`src/rtl/pipe_stall_ctrl_pkg.sv`:
```
// Shared types for the pipeline stall/flush controller.
// Holds the FSM state encodings and the strobe bundle driven toward PC/IF-ID/ID-EX.
// No logic here; imported by pipe_stall_ctrl and its sub-modules.
package pipe_stall_ctrl_pkg;

    typedef enum logic [1:0] {
        ST_RUN    = 2'd0,
        ST_DRAIN  = 2'd1,
        ST_HALTED = 2'd2
    } state_t;

    // Pipeline register controls, kept together so each case sets all four at once.
    typedef struct packed {
        logic pc_en;
        logic ifid_en;
        logic ifid_clr;
        logic idex_clr;
    } strobe_t;

    localparam strobe_t STRB_RUN    = '{pc_en: 1'b1, ifid_en: 1'b1, ifid_clr: 1'b0, idex_clr: 1'b0};
    localparam strobe_t STRB_FLUSH  = '{pc_en: 1'b1, ifid_en: 1'b1, ifid_clr: 1'b1, idex_clr: 1'b1};
    localparam strobe_t STRB_BUBBLE = '{pc_en: 1'b0, ifid_en: 1'b0, ifid_clr: 1'b0, idex_clr: 1'b1};
    localparam strobe_t STRB_KILL   = '{pc_en: 1'b0, ifid_en: 1'b0, ifid_clr: 1'b1, idex_clr: 1'b1};
    localparam strobe_t STRB_FREEZE = '{pc_en: 1'b0, ifid_en: 1'b0, ifid_clr: 1'b0, idex_clr: 1'b0};

endpackage

```
`src/rtl/pipe_stall_ctrl_sat_counter.sv`:
```
// sat_counter: saturating up-counter for performance statistics.
// Ports: clk, rst (sync, active-high, clears to 0), inc (count enable), q (count).
// One-cycle latency from inc to q; holds at all-ones instead of wrapping.
module sat_counter #(
    parameter int WIDTH = 32
) (
    input  logic             clk,
    input  logic             rst,
    input  logic             inc,
    output logic [WIDTH-1:0] q
);

    always_ff @(posedge clk) begin
        if (rst) begin
            q <= '0;
        end else if (inc && (q != {WIDTH{1'b1}})) begin
            q <= q + WIDTH'(1);
        end
    end

endmodule

```
`src/rtl/pipe_stall_ctrl.sv`:
```
// pipe_stall_ctrl: turns load-use bubble, EX redirect and EX halt request into
//   PC/IF-ID/ID-EX enable and clear strobes; drains EX/MEM/WB before freezing on halt.
// Ports: clk, rst (sync, active-high); in: bubble, branch_taken, halt_req, resume;
//   out: pc_en, ifid_en, ifid_clr, idex_clr, halted, bubble_cnt, flush_cnt.
// Strobes are zero-latency (combinational from state + inputs); counters update next cycle.
// Optional: define STALL_PERF_CNT_EN to build the saturating stall/flush counters;
//   otherwise bubble_cnt/flush_cnt are tied to zero.
module pipe_stall_ctrl
    import pipe_stall_ctrl_pkg::*;
#(
    parameter int CNT_WIDTH    = 32,
    parameter int DRAIN_CYCLES = 3
) (
    input  logic                 clk,
    input  logic                 rst,
    input  logic                 bubble,
    input  logic                 branch_taken,
    input  logic                 halt_req,
    input  logic                 resume,
    output logic                 pc_en,
    output logic                 ifid_en,
    output logic                 ifid_clr,
    output logic                 idex_clr,
    output logic                 halted,
    output logic [CNT_WIDTH-1:0] bubble_cnt,
    output logic [CNT_WIDTH-1:0] flush_cnt
);

    localparam int DW = $clog2(DRAIN_CYCLES) + 1;

    state_t        state;
    logic [DW-1:0] drain_cnt;
    strobe_t       strb;

    // Strobe decode. Reset forces a kill so no wrong instruction survives the reset cycle.
    always_comb begin
        strb = STRB_KILL;
        if (!rst) begin
            case (state)
                ST_RUN: begin
                    if (halt_req)          strb = STRB_KILL;
                    else if (branch_taken) strb = STRB_FLUSH;   // ID holds wrong path, bubble moot
                    else if (bubble)       strb = STRB_BUBBLE;
                    else                   strb = STRB_RUN;
                end
                ST_DRAIN:  strb = STRB_KILL;
                ST_HALTED: strb = STRB_FREEZE;                  // keep pipeline contents
                default:   strb = STRB_KILL;
            endcase
        end
    end

    assign pc_en    = strb.pc_en;
    assign ifid_en  = strb.ifid_en;
    assign ifid_clr = strb.ifid_clr;
    assign idex_clr = strb.idex_clr;
    assign halted   = !rst && (state == ST_HALTED);

    always_ff @(posedge clk) begin
        if (rst) begin
            state     <= ST_RUN;
            drain_cnt <= '0;
        end else begin
            case (state)
                ST_RUN: begin
                    if (halt_req) begin
                        state     <= ST_DRAIN;
                        drain_cnt <= '0;
                    end
                end
                ST_DRAIN: begin
                    drain_cnt <= drain_cnt + DW'(1);
                    if (drain_cnt == DW'(DRAIN_CYCLES - 1)) state <= ST_HALTED;
                end
                ST_HALTED: begin
                    if (resume) state <= ST_RUN;
                end
                default: state <= ST_RUN;
            endcase
        end
    end

`ifdef STALL_PERF_CNT_EN
    // Count only when the corresponding strobe pattern is actually applied in RUN.
    logic run_live;
    logic bubble_inc;
    logic flush_inc;

    assign run_live   = !rst && (state == ST_RUN) && !halt_req;
    assign flush_inc  = run_live && branch_taken;
    assign bubble_inc = run_live && !branch_taken && bubble;

    sat_counter #(.WIDTH(CNT_WIDTH)) u_bubble_cnt (
        .clk (clk),
        .rst (rst),
        .inc (bubble_inc),
        .q   (bubble_cnt)
    );

    sat_counter #(.WIDTH(CNT_WIDTH)) u_flush_cnt (
        .clk (clk),
        .rst (rst),
        .inc (flush_inc),
        .q   (flush_cnt)
    );
`else
    assign bubble_cnt = '0;
    assign flush_cnt  = '0;
`endif

endmodule
```
`config.mk`:
```
export PLATFORM = sky130hd
export DESIGN_NAME = pipe_stall_ctrl
export DESIGN_NICKNAME = d
export VERILOG_FILES = /design/src/rtl/pipe_stall_ctrl_pkg.sv /design/src/rtl/pipe_stall_ctrl_sat_counter.sv /design/src/rtl/pipe_stall_ctrl.sv
export SDC_FILE = /design/constraint.sdc
export NUM_CORES = 1
export LEC_CHECK = 0
export ABC_CLOCK_PERIOD_IN_PS = 1500
export CAP_MARGIN = 30
export CORE_MARGIN = 2
export CORE_UTILIZATION = 30
export CTS_CLUSTER_DIAMETER = 120
export CTS_CLUSTER_SIZE = 24
export DETAILED_ROUTE_END_ITERATION = 6
export PLACE_DENSITY = 0.9
export REMOVE_ABC_BUFFERS = 1
export SLEW_MARGIN = 20
export SYNTH_ARGS = -nofsm -noshare
export SYNTH_HDL_FRONTEND = slang
export SYNTH_SLANG_ARGS = --single-unit
```
`constraint.sdc`:
```
create_clock -name clk -period 1.5 [get_ports clk]
set_clock_uncertainty 0.2 [all_clocks]
set_input_delay 0.15 -clock clk [delete_from_list [all_inputs] [get_ports clk]]
set_output_delay 0.15 -clock clk [all_outputs]
set_load 0.02 [all_outputs]
```
Word level (Yosys, flattened, before mapping)
Index checks and enable logic that the tools add are counted.

word-level totals
  bits in registers = 5
  input bits = 6
  output and inout bits = 69
  word-level logic and storage cells = 26

cells by class
  add/sub/neg operators = 1
  equal/unequal tests = 6
  multiplexer cells = 11
  reduce and logical (&&, ||, !) cells = 6

operators with widths
  kind                 count
  $mux 4               4
  $pmux 4 s2           1
  $mux 2               3
  $ne 2x2->1 const B   3
  $pmux 2 s3           1
  $pmux 3 s2           1
  $add 3x1->3 const B  1
  $eq 3x2->1 const B   1
  $mux 3               1
  $reduce_and 3->1     1
  $eq 2x1->1 const B   1
  $eq 2x2->1 const B   1
  $logic_not 2->1      1
  $reduce_and 2->1     1
  $reduce_bool 2->1    1
  $logic_and 1x1->1    1
  $logic_not 1->1      1

Depth between registers and ports, before layout
Gate-level depths: netlist of run 1.

  word-level depth = 5
  gate-level depth with buffers = 5
  depth with buffers taken out = 5

Worst setup path after synthesis of run 1
Ideal clock, no wire load.

  kind = register -> output
  from = register state[0]
  to = output pc_en
  data arrival time = 1.329 ns
  required time = 1.150 ns
  setup slack = -0.179 ns
  cell stages (with the launch flop) = 5
  buffers on the path = 2
  cells stage by stage = dfxtp_1 buf_4 nor2_1 nor4b_2 buf_4

on the way
  word-level cells in the longest chain between the ends = 3
  elaborated cells on any way between the ends = 4
  classes of those cells = eq/ne: 1; mux: 2; reduce/logical: 1

ends and longest elaborated chain
  element                                               RTL line               RTL
  start, declared                                       pipe_stall_ctrl.sv:31  state_t state;
  start signal, assigned                                pipe_stall_ctrl.sv:61  state <= ST_RUN;
  start signal, assigned                                pipe_stall_ctrl.sv:67  state <= ST_DRAIN;
  start signal, assigned                                pipe_stall_ctrl.sv:73  if (drain_cnt == DW'(DRAIN_CYCLES - 1)) state <= ST_HALTED;
  $eq 2x2->1 / $logic_not 2->1 (equally long branches)  pipe_stall_ctrl.sv:39  case (state)
  $pmux 4 s2 (*)                                        pipe_stall_ctrl.sv:39
  $mux 4 (*)                                            pipe_stall_ctrl.sv:38  if (!rst) begin
  end, declared                                         pipe_stall_ctrl.sv:20  output logic pc_en,

Every way passes the cells marked *; elsewhere a longest branch is shown, timed or not.

Worst setup path in the final report of run 1
Ends and elaborated chain as after synthesis.

==> results.md, run 1 <==
* Worst path depth at 3
* Final ANT Viol Nets at 0
* RePlAce Congestion at about 0.67
* Core region area at between 2000 and 3000 um2
* Hold_buf cts at 0
* Crit path launch type: flop
* Die area at ~3100 um2
* Syn Inst Count at roughly 100
* Synth cell types at 21
* Total track usage at 6.26%
* Final Hold Vio Count at 0
* Worst reg2reg path endpoint: state[0]$_SDFFE_PP0P_
* Syn_area_per_cell at between 7 and 8 um2
* Yosys top cell area share at 61.1%
* CP top delay family: flip-flops
* Initial antenna violation count at 1
* CTS tree: done
* Fin crit period at 1430 ps
* Fin nets at roughly 130
* Tcrit/Tclk final at between 90 and 100%
* Synthesized area at ~800 um2
* Reg2reg start: state[1]$_SDFFE_PP0P_
* Rows at 18
* Layout area overhead at -5.09%
* Root buffer cell: clkbuf_4
* DIE WIDTH at about 56 um
* Final setup violation count at 0
* Layout cell share with drive strength beyond 1 at roughly a fifth
* Worst Path Arrival at between 1000 and 1500 ps
* Initial Util at between 30% and 40%
* CP Cell Sequence: nor2_4, nor4b_4, buf_4
* Top achievable clock speed at between 0.7 and 0.8 GHz
* Max-cap violations at 0
* Routed len/inst at 7.66 um
* Largest net degree at the start of global routing at 9
* Status: complete, no violations
* Sink Count at 5
* Vias after detailed routing at approximately 480
* Post-synth EDFFs at 0
* Synth area leader: buf_4
* Final WL at ~1100 um
* CTS clk-pin slew, worst paths at roughly 50 ps
* Number of global-route vias before repair at approximately 320
* DRC at 0
* Global route overflow at 0
* CP Launch Point: state[0]$_SDFFE_PP0P_
* Internal reg-to-reg setup slack at between 150 and 200 ps
* Setup ws final at between 70 and 80 ps
* Synth warn at 0
* CTS buffer count at 3
* Slowest cell on the critical path: dfxtp_2
* Power Dens Cells at roughly 680 nW/um2
* Drt first pass iters at 2
* IO Count at 75
* Leading post-synthesis cells by cell area: buf_4 61%, dfxtp_1 12%, nor2_1 3.2%, ha_1 3.1%, o21bai_4 2.3%
* Crit-path max cell delay at between 300 and 400 ps
* Reg2Reg Depth at 4
* Hold crit path type: in -> reg
* P_leak at approximately 0.44 nW
* Crit path required time at ~1200 ps
* Finished Core Util at roughly 31%
* First DRT Iteration DRCs at 1
* Clock latency on the worst-skew pair at 240 ps
* Die height at ~56 um
* Register area share after synthesis at roughly an eighth
* First-pass GRT wire length at 1400 um
* Via/cell ratio at about 3.2
* Worst path bufs/invs at 1
* H-Tree Depth at 1
* Pre-CTS WS at -517 ps
* Port Buffers at 10
* CP endpoint kind: output pin
* Max VDD drop at 0.000248 V
* HPWL Detailed at approximately 890 um
* # Post-CTS Setup Buffers at 0
* Ys async rst share at 0%
* Fin. max-slew vios at 0
* CP max FO at 4
* Setup TNS Final at 0 ps
* RSZ-0062 raised after global routing: true
* Number of synthesized register bits at 5
* Type of the worst setup path: reg -> out
* Max Buffers Root-to-Sink at 2
* Worst Setup EP: pc_en
* Main synth FF type: dfxtp_1
==> worst min path at each step <==
stage	from	endpoint	cells after the start
finish	rst	state[0]$_SDFFE_PP0P_	3
global route	rst	state[0]$_SDFFE_PP0P_	3
CTS	drain_cnt[2]$_SDFFE_PP0P_	drain_cnt[2]$_SDFFE_PP0P_	2
detailed placement	drain_cnt[2]$_SDFFE_PP0P_	drain_cnt[2]$_SDFFE_PP0P_	2
global placement	drain_cnt[2]$_SDFFE_PP0P_	drain_cnt[2]$_SDFFE_PP0P_	2
floorplan	rst	state[0]$_SDFFE_PP0P_	1
==> synth_stat cells (2+ instances only) <==
cell type,n
buf_4,66
dfxtp_1,5
nor2_1,7
a21oi_1,3
nor3b_1,2
o21ai_0,2
inv_1,2
ha_1,2
==> kinds of logic after synthesis <==
group	count (synthesis)	synth area share [%]
compound gates	8	8.02
simple gates	17	12.7
flops	5	12.3
buf+inv	69	63.4
other cells	1	0.463
fa+ha+maj	2	3.09
==> timing repair <==
action | in CTS | in global routing
pin swaps | 0 | 2
cloned | 0 | 0
gates resized for setup | 28 | 10
setup endpoints to repair | 5 | 5
==> state kept, by name, summed over array words and instances (netlist names) <==
signal,count
state,2
drain_cnt,3
==> final cells by class <==
cell class / instances / area (um2)
fill: 283 / 1750
inverter: 2 / 7.51
clock buffer: 4 / 26.3
antenna: 1 / 2.50
tap: 30 / 37.5
sequential: 5 / 103
timing repair buffer: 16 / 131
multi-input combinational: 91 / 462
==> worst register-to-register path, delay by kind of cell (launching register included) <==
kind | cells | cell delay [ps]
AO/OA/AOI/OAI | 2 | 420
buffers and inverters | 2 | 290
flip-flops | 1 | 330
==> through the flow <==
| step | hold WS [ps] | power [mW] | instances | cell area (um2) |
|---|---|---|---|---|
| finish | 100 | 0.522 | 149 | 769 |
| CTS | 313 | 0.524 | 148 | 746 |
| global placement | 291 | 0.355 | 144 | 723 |
| detailed placement | 303 | 0.358 | 144 | 723 |
| floorplan | 17.9 | 0.316 | 98 | 541 |
| global route | 101 | 0.561 | 149 | 769 |
==> power breakdown <==
group / internal [mW] / switching (mW)
Sequential: 0.139 / 0.00548
Clock: 0.101 / 0.0560
Combinational: 0.0408 / 0.180
==> per-layer routing <==
metal / GRT usage [%] / up-vias / part of all wire [%]
met2: 9.58 / 46 / 49
met1: 5.15 / 201 / 31
li1: - / 227 / -
met5: 0 / - / 0
met4: 4.08 / 0 / 1.1
met3: 5.81 / 2 / 19
==> layout by cell type (no fill, tap or decap), types with 2 or more instances in the layout <==
cell            count
conb_1             64
ha_1                2
buf_2               3
clkbuf_4            3
dfxtp_1             3
nor3b_1             2
dfxtp_2             2
o21ai_0             2
inv_1               2
a21oi_1             3
nor2_1              6
dlymetal6s2s_1      3
buf_4               8
Note: power is estimated with default switching activity, not from simulation.
==> run 2, diff against run 1 <==
--- a/config.mk
+++ b/config.mk
@@ -12,7 +12,8 @@
 export CTS_CLUSTER_DIAMETER = 120
 export CTS_CLUSTER_SIZE = 24
 export DETAILED_ROUTE_END_ITERATION = 6
-export PLACE_DENSITY = 0.9
+export DONT_BUFFER_PORTS = 1
+export PLACE_DENSITY = 0.55
 export REMOVE_ABC_BUFFERS = 1
 export SLEW_MARGIN = 20
 export SYNTH_ARGS = -nofsm -noshare
==> results.md, run 2 (same netlist as run 1, synthesis figures left out) <==
* Reg2reg start: drain_cnt[0]$_SDFFE_PP0P_ (was state[1]$_SDFFE_PP0P_)
* Type of the worst setup path: reg -> out (unchanged)
* Vias after detailed routing at 447 (was 476)
* Status: complete, no violations (unchanged)
* Power Total at 0.490 mW (was 0.522 mW)
* Hold path cells at 2 (was 3)
* Regs by FF count: drain_cnt: 3 flops, state: 2 flops (unchanged)
* Final setup violation count at 0 (unchanged)
* Setup TNS Final at 0 ps (unchanged)
* Fillers at 284 (was 283)
* Int Power at 0.268 mW (was 0.281 mW)
* Fin crit period at 1420 ps (was 1430 ps)
* Die area at 3130 um2 (unchanged)
* Reg with most FFs: drain_cnt (unchanged)
* Rows at 18 (unchanged)
* Port Buffers at 0 (was 10)
* Worst reg2reg path endpoint: state[1]$_SDFFE_PP0P_ (was state[0]$_SDFFE_PP0P_)
* Setup ws final at 76.1 ps (was 71.5 ps)
* Max FFs per register at 3 (unchanged)
* Worst hold path endpoint: ifid_en (was state[0]$_SDFFE_PP0P_)
* Routed len/inst at 6.55 um (was 7.66 um)
* Placed inst area at 608 um2 (was 723 um2)
* Core region area at 2520 um2 (unchanged)
* CTS tree: done (unchanged)
* Drt first pass iters at 3 (was 2)
* P_sw at 0.222 mW (was 0.241 mW)
* Layout area overhead at -16.0% (was -5.09%)
* Max Buffers Root-to-Sink at 2 (unchanged)
* Clock share of power at 30.0% (about the same)
* HPWL Detailed at 776 um (was 895 um)
* Max VDD drop at 0.000409 V (was 0.000248 V)
* Crit path required time at 1150 ps (about the same)
* H-Tree Depth at 1 (unchanged)
* Final Non-Filler Cells at 139 (was 149)
* Commonest non-fill, non-tap cell in the layout: conb_1 (unchanged)
* Seq pwr share at 29.3% (was 27.7%)
* Max-cap violations at 0 (unchanged)
* CP max FO at 10 (was 4)
* IO Count at 75 (unchanged)
* CP endpoint kind: output pin (unchanged)
* CTS clk-pin slew, worst paths at 40 ps (was 50 ps)
* Final WL at 911 um (was 1140 um)
* Finished Cell Area at 681 um2 (was 769 um2)
* Global route overflow at 0 (unchanged)
* P_leak at 0.365 nW (was 0.440 nW)
* Fin. max-slew vios at 0 (unchanged)
* Diodes inserted at 0 (was 1)
* Hold_ws at 259 ps (was 100 ps)
* Final Hold Vio Count at 0 (unchanged)
* Switching Share at 45.3% (was 46.2%)
* Total track usage at 5.21% (was 6.26%)
* Initial antenna violation count at 0 (was 1)
* Number of global-route vias before repair at 290 (was 319)
* Finished Core Util at 27.0% (was 30.5%)
* Via/cell ratio at 3.22 (was 3.19)
* First DRT Iteration DRCs at 13 (was 1)
* RePlAce Congestion at 0.701 (was 0.673)
* Placed cells at 132 (was 144)
* Top achievable clock speed at 0.702 GHz (was 0.700 GHz)
* Initial Util at 32.1% (unchanged)
* Slowest cell on the critical path: dfxtp_2 (unchanged)
* DIE WIDTH at 56.0 um (unchanged)
* Layout cell share with drive strength beyond 1 at 11.0% (was 18.6%)
* Hold crit path type: in -> out (was in -> reg)
* RSZ-0062 raised after global routing: false (was true)
* CTS buffer count at 3 (unchanged)
* DRC at 0 (unchanged)
* First-pass GRT wire length at 1220 um (was 1400 um)
* Internal reg-to-reg setup slack at 190 ps (was 170 ps)
* Sink Count at 5 (unchanged)
* Die height at 56.0 um (unchanged)
* HP Start: halt_req (was rst)
* Logic pwr share at 40.7% (was 42.3%)
* Most frequent cells in the layout: 64 x conb_1, 6 x nor2_1, 4 x dfxtp_1 (was 64 x conb_1, 8 x buf_4, 6 x nor2_1)
* Fin nets at 118 (was 127)
* Final ANT Viol Nets at 0 (unchanged)
* Crit-path max cell delay at 370 ps (was 330 ps)
* Power Dens Cells at 720 nW/um2 (was 678 nW/um2)
* Root buffer cell: clkbuf_4 (unchanged)
* CP Cell Sequence: nor4b_4, buf_6 (was nor2_4, nor4b_4, buf_4)
* Reg2Reg Depth at 5 (was 4)
* Clock latency on the worst-skew pair at 230 ps (was 240 ps)
* Largest net degree at the start of global routing at 11 (was 9)
* Pre-CTS WS at 202 ps (was -517 ps)
* Crit path launch type: flop (unchanged)
* Tcrit/Tclk final at 94.9% (was 95.2%)
* Worst Path Arrival at 1070 ps (was 1080 ps)
run 2: cell count changes in the layout (fill, tap and decap cells not counted), sizes merged:
cell / before / now
clkdlybuf4s50: 1 / 0
dlygate4sd3: 0 / 3
diode: 1 / 0
buf: 11 / 4
dlymetal6s2s: 3 / 0
dlygate4sd2: 1 / 0
run 2: critical path: cells and delay by family, from the launching register on:
family,cells,cell delay (ps)
AND/OR/NAND/NOR,1,290
flip-flops,1,370
buffers and inverters,1,180
run 2: worst max path at each step:
stage                                          from                     to  slack (ps)  depth (start not counted)
final                         state[1]$_SDFFE_PP0P_                  pc_en          80                          2
after global routing          state[0]$_SDFFE_PP0P_                  pc_en           4                          3
after CTS                     state[0]$_SDFFE_PP0P_                  pc_en          20                          3
after detailed placement  drain_cnt[0]$_SDFFE_PP0P_  state[1]$_SDFFE_PP0P_         200                          5
after global placement    drain_cnt[0]$_SDFFE_PP0P_  state[1]$_SDFFE_PP0P_         240                          5
after floorplan               state[0]$_SDFFE_PP0P_                ifid_en        -170                          2
run 2: layer usage:
metal / track usage (%) / vias to the layer above / share of wire (%) / wire [um]
met3: 4.88 / 2 / 22 / 199
met1: 4.89 / 189 / 32 / 293
met4: 2.04 / 0 / 0.44 / 4
li1: - / 208 / - / -
met5: 0 / - / 0 / 0
met2: 7.90 / 48 / 45 / 413
run 2: area by class of cell:
cell class	count	area, um2	area share (%)
inverters	2	7.51	1.10
multi-input cells	91	444	65.3
well taps	30	37.5	5.51
clock buffers	4	26.3	3.86
repair buffers	7	63.8	9.37
flip-flops and latches	5	101	14.9
run 2: what timing repair did:
action                                 4_1_cts  5_1_grt
setup endpoints to repair                    2        2
buffers inserted                             0        0
resized for setup                            2        2
hold buffers                                 3        0
pin swaps                                    0        1
endpoints found under the hold margin        5        0
run 2: power groups by stage:
stage / logic, mW / clock network (mW) / registers, mW
6_report: 0.199 / 0.147 / 0.144
3_3_place_gp: 0.182 / 0 / 0.145
3_5_place_dp: 0.183 / 0 / 0.146
4_1_cts: 0.192 / 0.156 / 0.144
2_1_floorplan: 0.168 / 0 / 0.148
5_1_grt: 0.212 / 0.164 / 0.144
==> run 3, diff against run 2 <==
--- a/config.mk
+++ b/config.mk
@@ -8,12 +8,12 @@
 export ABC_CLOCK_PERIOD_IN_PS = 1500
 export CAP_MARGIN = 30
 export CORE_MARGIN = 2
-export CORE_UTILIZATION = 30
+export CORE_UTILIZATION = 60
 export CTS_CLUSTER_DIAMETER = 120
 export CTS_CLUSTER_SIZE = 24
 export DETAILED_ROUTE_END_ITERATION = 6
 export DONT_BUFFER_PORTS = 1
-export PLACE_DENSITY = 0.55
+export PLACE_DENSITY = 0.87
 export REMOVE_ABC_BUFFERS = 1
 export SLEW_MARGIN = 20
 export SYNTH_ARGS = -nofsm -noshare
==> results.md, run 3 (same netlist as run 1, synthesis figures left out) <==
* Max FFs per register at 3 (unchanged)
* H-Tree Depth at 1 (unchanged)
* Core region area at 1280 um2 (was 2520 um2)
* Rows at 13 (was 18)
* Final Non-Filler Cells at 125 (was 139)
* Setup TNS Final at 0 ps (unchanged)
* Worst path bufs/invs at 1 (unchanged)
* Seq pwr share at 28.6% (was 29.3%)
* Via/cell ratio at 3.54 (was 3.22)
* Tcrit/Tclk final at 96.0% (was 94.9%)
* Drt first pass iters at 4 (was 3)
* Sink Count at 5 (unchanged)
* Diodes inserted at 0 (unchanged)
* Logic pwr share at 40.2% (was 40.7%)
* Crit path required time at 1150 ps (about the same)
* Final Hold Vio Count at 0 (unchanged)
* Layout area overhead at -17.4% (was -16.0%)
* Hold crit path type: in -> out (unchanged)
* Number of global-route vias before repair at 273 (was 290)
* Vias after detailed routing at 442 (was 447)
* Clock latency on the worst-skew pair at 250 ps (was 230 ps)
* Worst Path Arrival at 1090 ps (was 1070 ps)
* CP Cell Sequence: nor2_2, nor4b_4, buf_6 (was nor4b_4, buf_6)
* Crit path launch type: flop (unchanged)
* First-pass GRT wire length at 1040 um (was 1220 um)
* DIE WIDTH at 40.8 um (was 56.0 um)
* IO Count at 75 (unchanged)
* Slowest cell on the critical path: dfxtp_1 (was dfxtp_2)
* Final WL at 935 um (was 911 um)
* Initial Util at 63.1% (was 32.1%)
* Top achievable clock speed at 0.694 GHz (was 0.702 GHz)
* Status: complete, no violations (unchanged)
* Most frequent cells in the layout: 64 x conb_1, 6 x nor2_1, 4 x dfxtp_1, 4 x buf_4 (was 64 x conb_1, 6 x nor2_1, 4 x dfxtp_1)
* CP max FO at 3 (was 10)
* Die height at 40.8 um (was 56.0 um)
* P_leak at 0.370 nW (was 0.365 nW)
* Global route overflow at 0 (unchanged)
* Power Dens Cells at 751 nW/um2 (was 720 nW/um2)
* Fin crit period at 1440 ps (was 1420 ps)
* Max Buffers Root-to-Sink at 2 (unchanged)
* Int Power at 0.271 mW (was 0.268 mW)
* Max VDD drop at 0.000439 V (was 0.000409 V)
* Fin nets at 119 (was 118)
* CTS clk-pin slew, worst paths at 50 ps (was 40 ps)
* CTS buffer count at 3 (unchanged)
* HPWL Detailed at 707 um (was 776 um)
* First DRT Iteration DRCs at 4 (was 13)
* CTS tree: done (unchanged)
* Die area at 1660 um2 (was 3130 um2)
* Switching Share at 46.2% (was 45.3%)
* CP top delay family: simple AND/OR/NAND/NOR gates (was flip-flops)
* Final setup violation count at 0 (unchanged)
* Placed cells at 117 (was 132)
* DRC at 0 (unchanged)
* Total track usage at 10.8% (was 5.21%)
* Fin. max-slew vios at 0 (unchanged)
* Clock share of power at 31.2% (was 30.0%)
* Root buffer cell: clkbuf_4 (unchanged)
* Reg with most FFs: drain_cnt (unchanged)
* CP endpoint kind: output pin (unchanged)
* Initial antenna violation count at 0 (unchanged)
* RePlAce Congestion at 0.598 (was 0.701)
* Routed len/inst at 7.48 um (was 6.55 um)
* Port Buffers at 0 (unchanged)
* Max-cap violations at 0 (unchanged)
* Final ANT Viol Nets at 0 (unchanged)
* Type of the worst setup path: reg -> out (unchanged)
* P_sw at 0.232 mW (was 0.222 mW)
* Regs by FF count: drain_cnt: 3 flops, state: 2 flops (unchanged)
* Layout cell share with drive strength beyond 1 at 11.8% (was 11.0%)
* Crit-path max cell delay at 320 ps (was 370 ps)
* Largest net degree at the start of global routing at 11 (unchanged)
* Commonest non-fill, non-tap cell in the layout: conb_1 (unchanged)
==> run 3: final cells by class <==
class | instances | area (um2)
Multi-Input combinational cell | 91 | 444
Fill cell | 137 | 616
Inverter | 2 | 7.51
Tap cell | 15 | 18.8
Clock buffer | 4 | 26.3
Sequential cell | 5 | 101
Timing Repair Buffer | 8 | 71.3
==> run 3: final timing paths <==
| path | startpoint | to | slack (ps) | depth (start not counted) |
|---|---|---|---|---|
| setup / recovery | state[0]$_SDFFE_PP0P_ | pc_en | 60 | 3 |
| hold / removal | halt_req | ifid_en | 260 | 2 |
| setup reg to reg | drain_cnt[0]$_SDFFE_PP0P_ | state[1]$_SDFFE_PP0P_ | 190 | 5 |
| hold reg to reg | drain_cnt[2]$_SDFFE_PP0P_ | drain_cnt[2]$_SDFFE_PP0P_ | 330 | 2 |
==> run 3: worst reg2reg max path: cells and delay by family (launching register included) <==
family          cells  cell delay, ps
simple gates        2             260
fa+ha+maj           1             210
compound gates      1             110
flops               1             370
buf+inv             1              60
==> run 3: power groups by stage <==
stage / clock network [mW] / registers, mW / logic [mW]
final: 0.157 / 0.144 / 0.202
after floorplan: 0 / 0.148 / 0.168
after global routing: 0.177 / 0.144 / 0.223
after CTS: 0.162 / 0.143 / 0.193
after global placement: 0 / 0.145 / 0.182
after detailed placement: 0 / 0.145 / 0.183
==> run 3: per-layer routing <==
layer  up-vias  routed length [um]  GRT usage, %
met5         -                   0             0
met4         0                   0          8.33
li1        208                   -             -
met3         0                 183          8.70
met1       188                 305          8.52
met2        46                 446          17.5
==> run 3: what timing repair did <==
action,4_1_cts,5_1_grt
pin swaps,0,1
hold buffers,3,0
setup endpoints to repair,2,2
gates cloned,0,0
endpoints found under the hold margin,5,0
setup buffers,0,1
gates resized for setup,2,2
==> run 3: stage by stage <==
| stage | utilization [%] | total power, mW | instance area, um2 | hold slack [ps] | setup slack (ps) |
|---|---|---|---|---|---|
| global placement | 45.9 | 0.327 | 589 | 19.2 | 235 |
| global route | 52.1 | 0.544 | 669 | 265 | -4.88 |
| detailed placement | 45.9 | 0.329 | 589 | 20.5 | 203 |
| finish | 52.1 | 0.503 | 669 | 258 | 59.5 |
| CTS | 50.5 | 0.498 | 649 | 291 | 26.5 |
| floorplan | - | 0.316 | 541 | 17.9 | -166 |
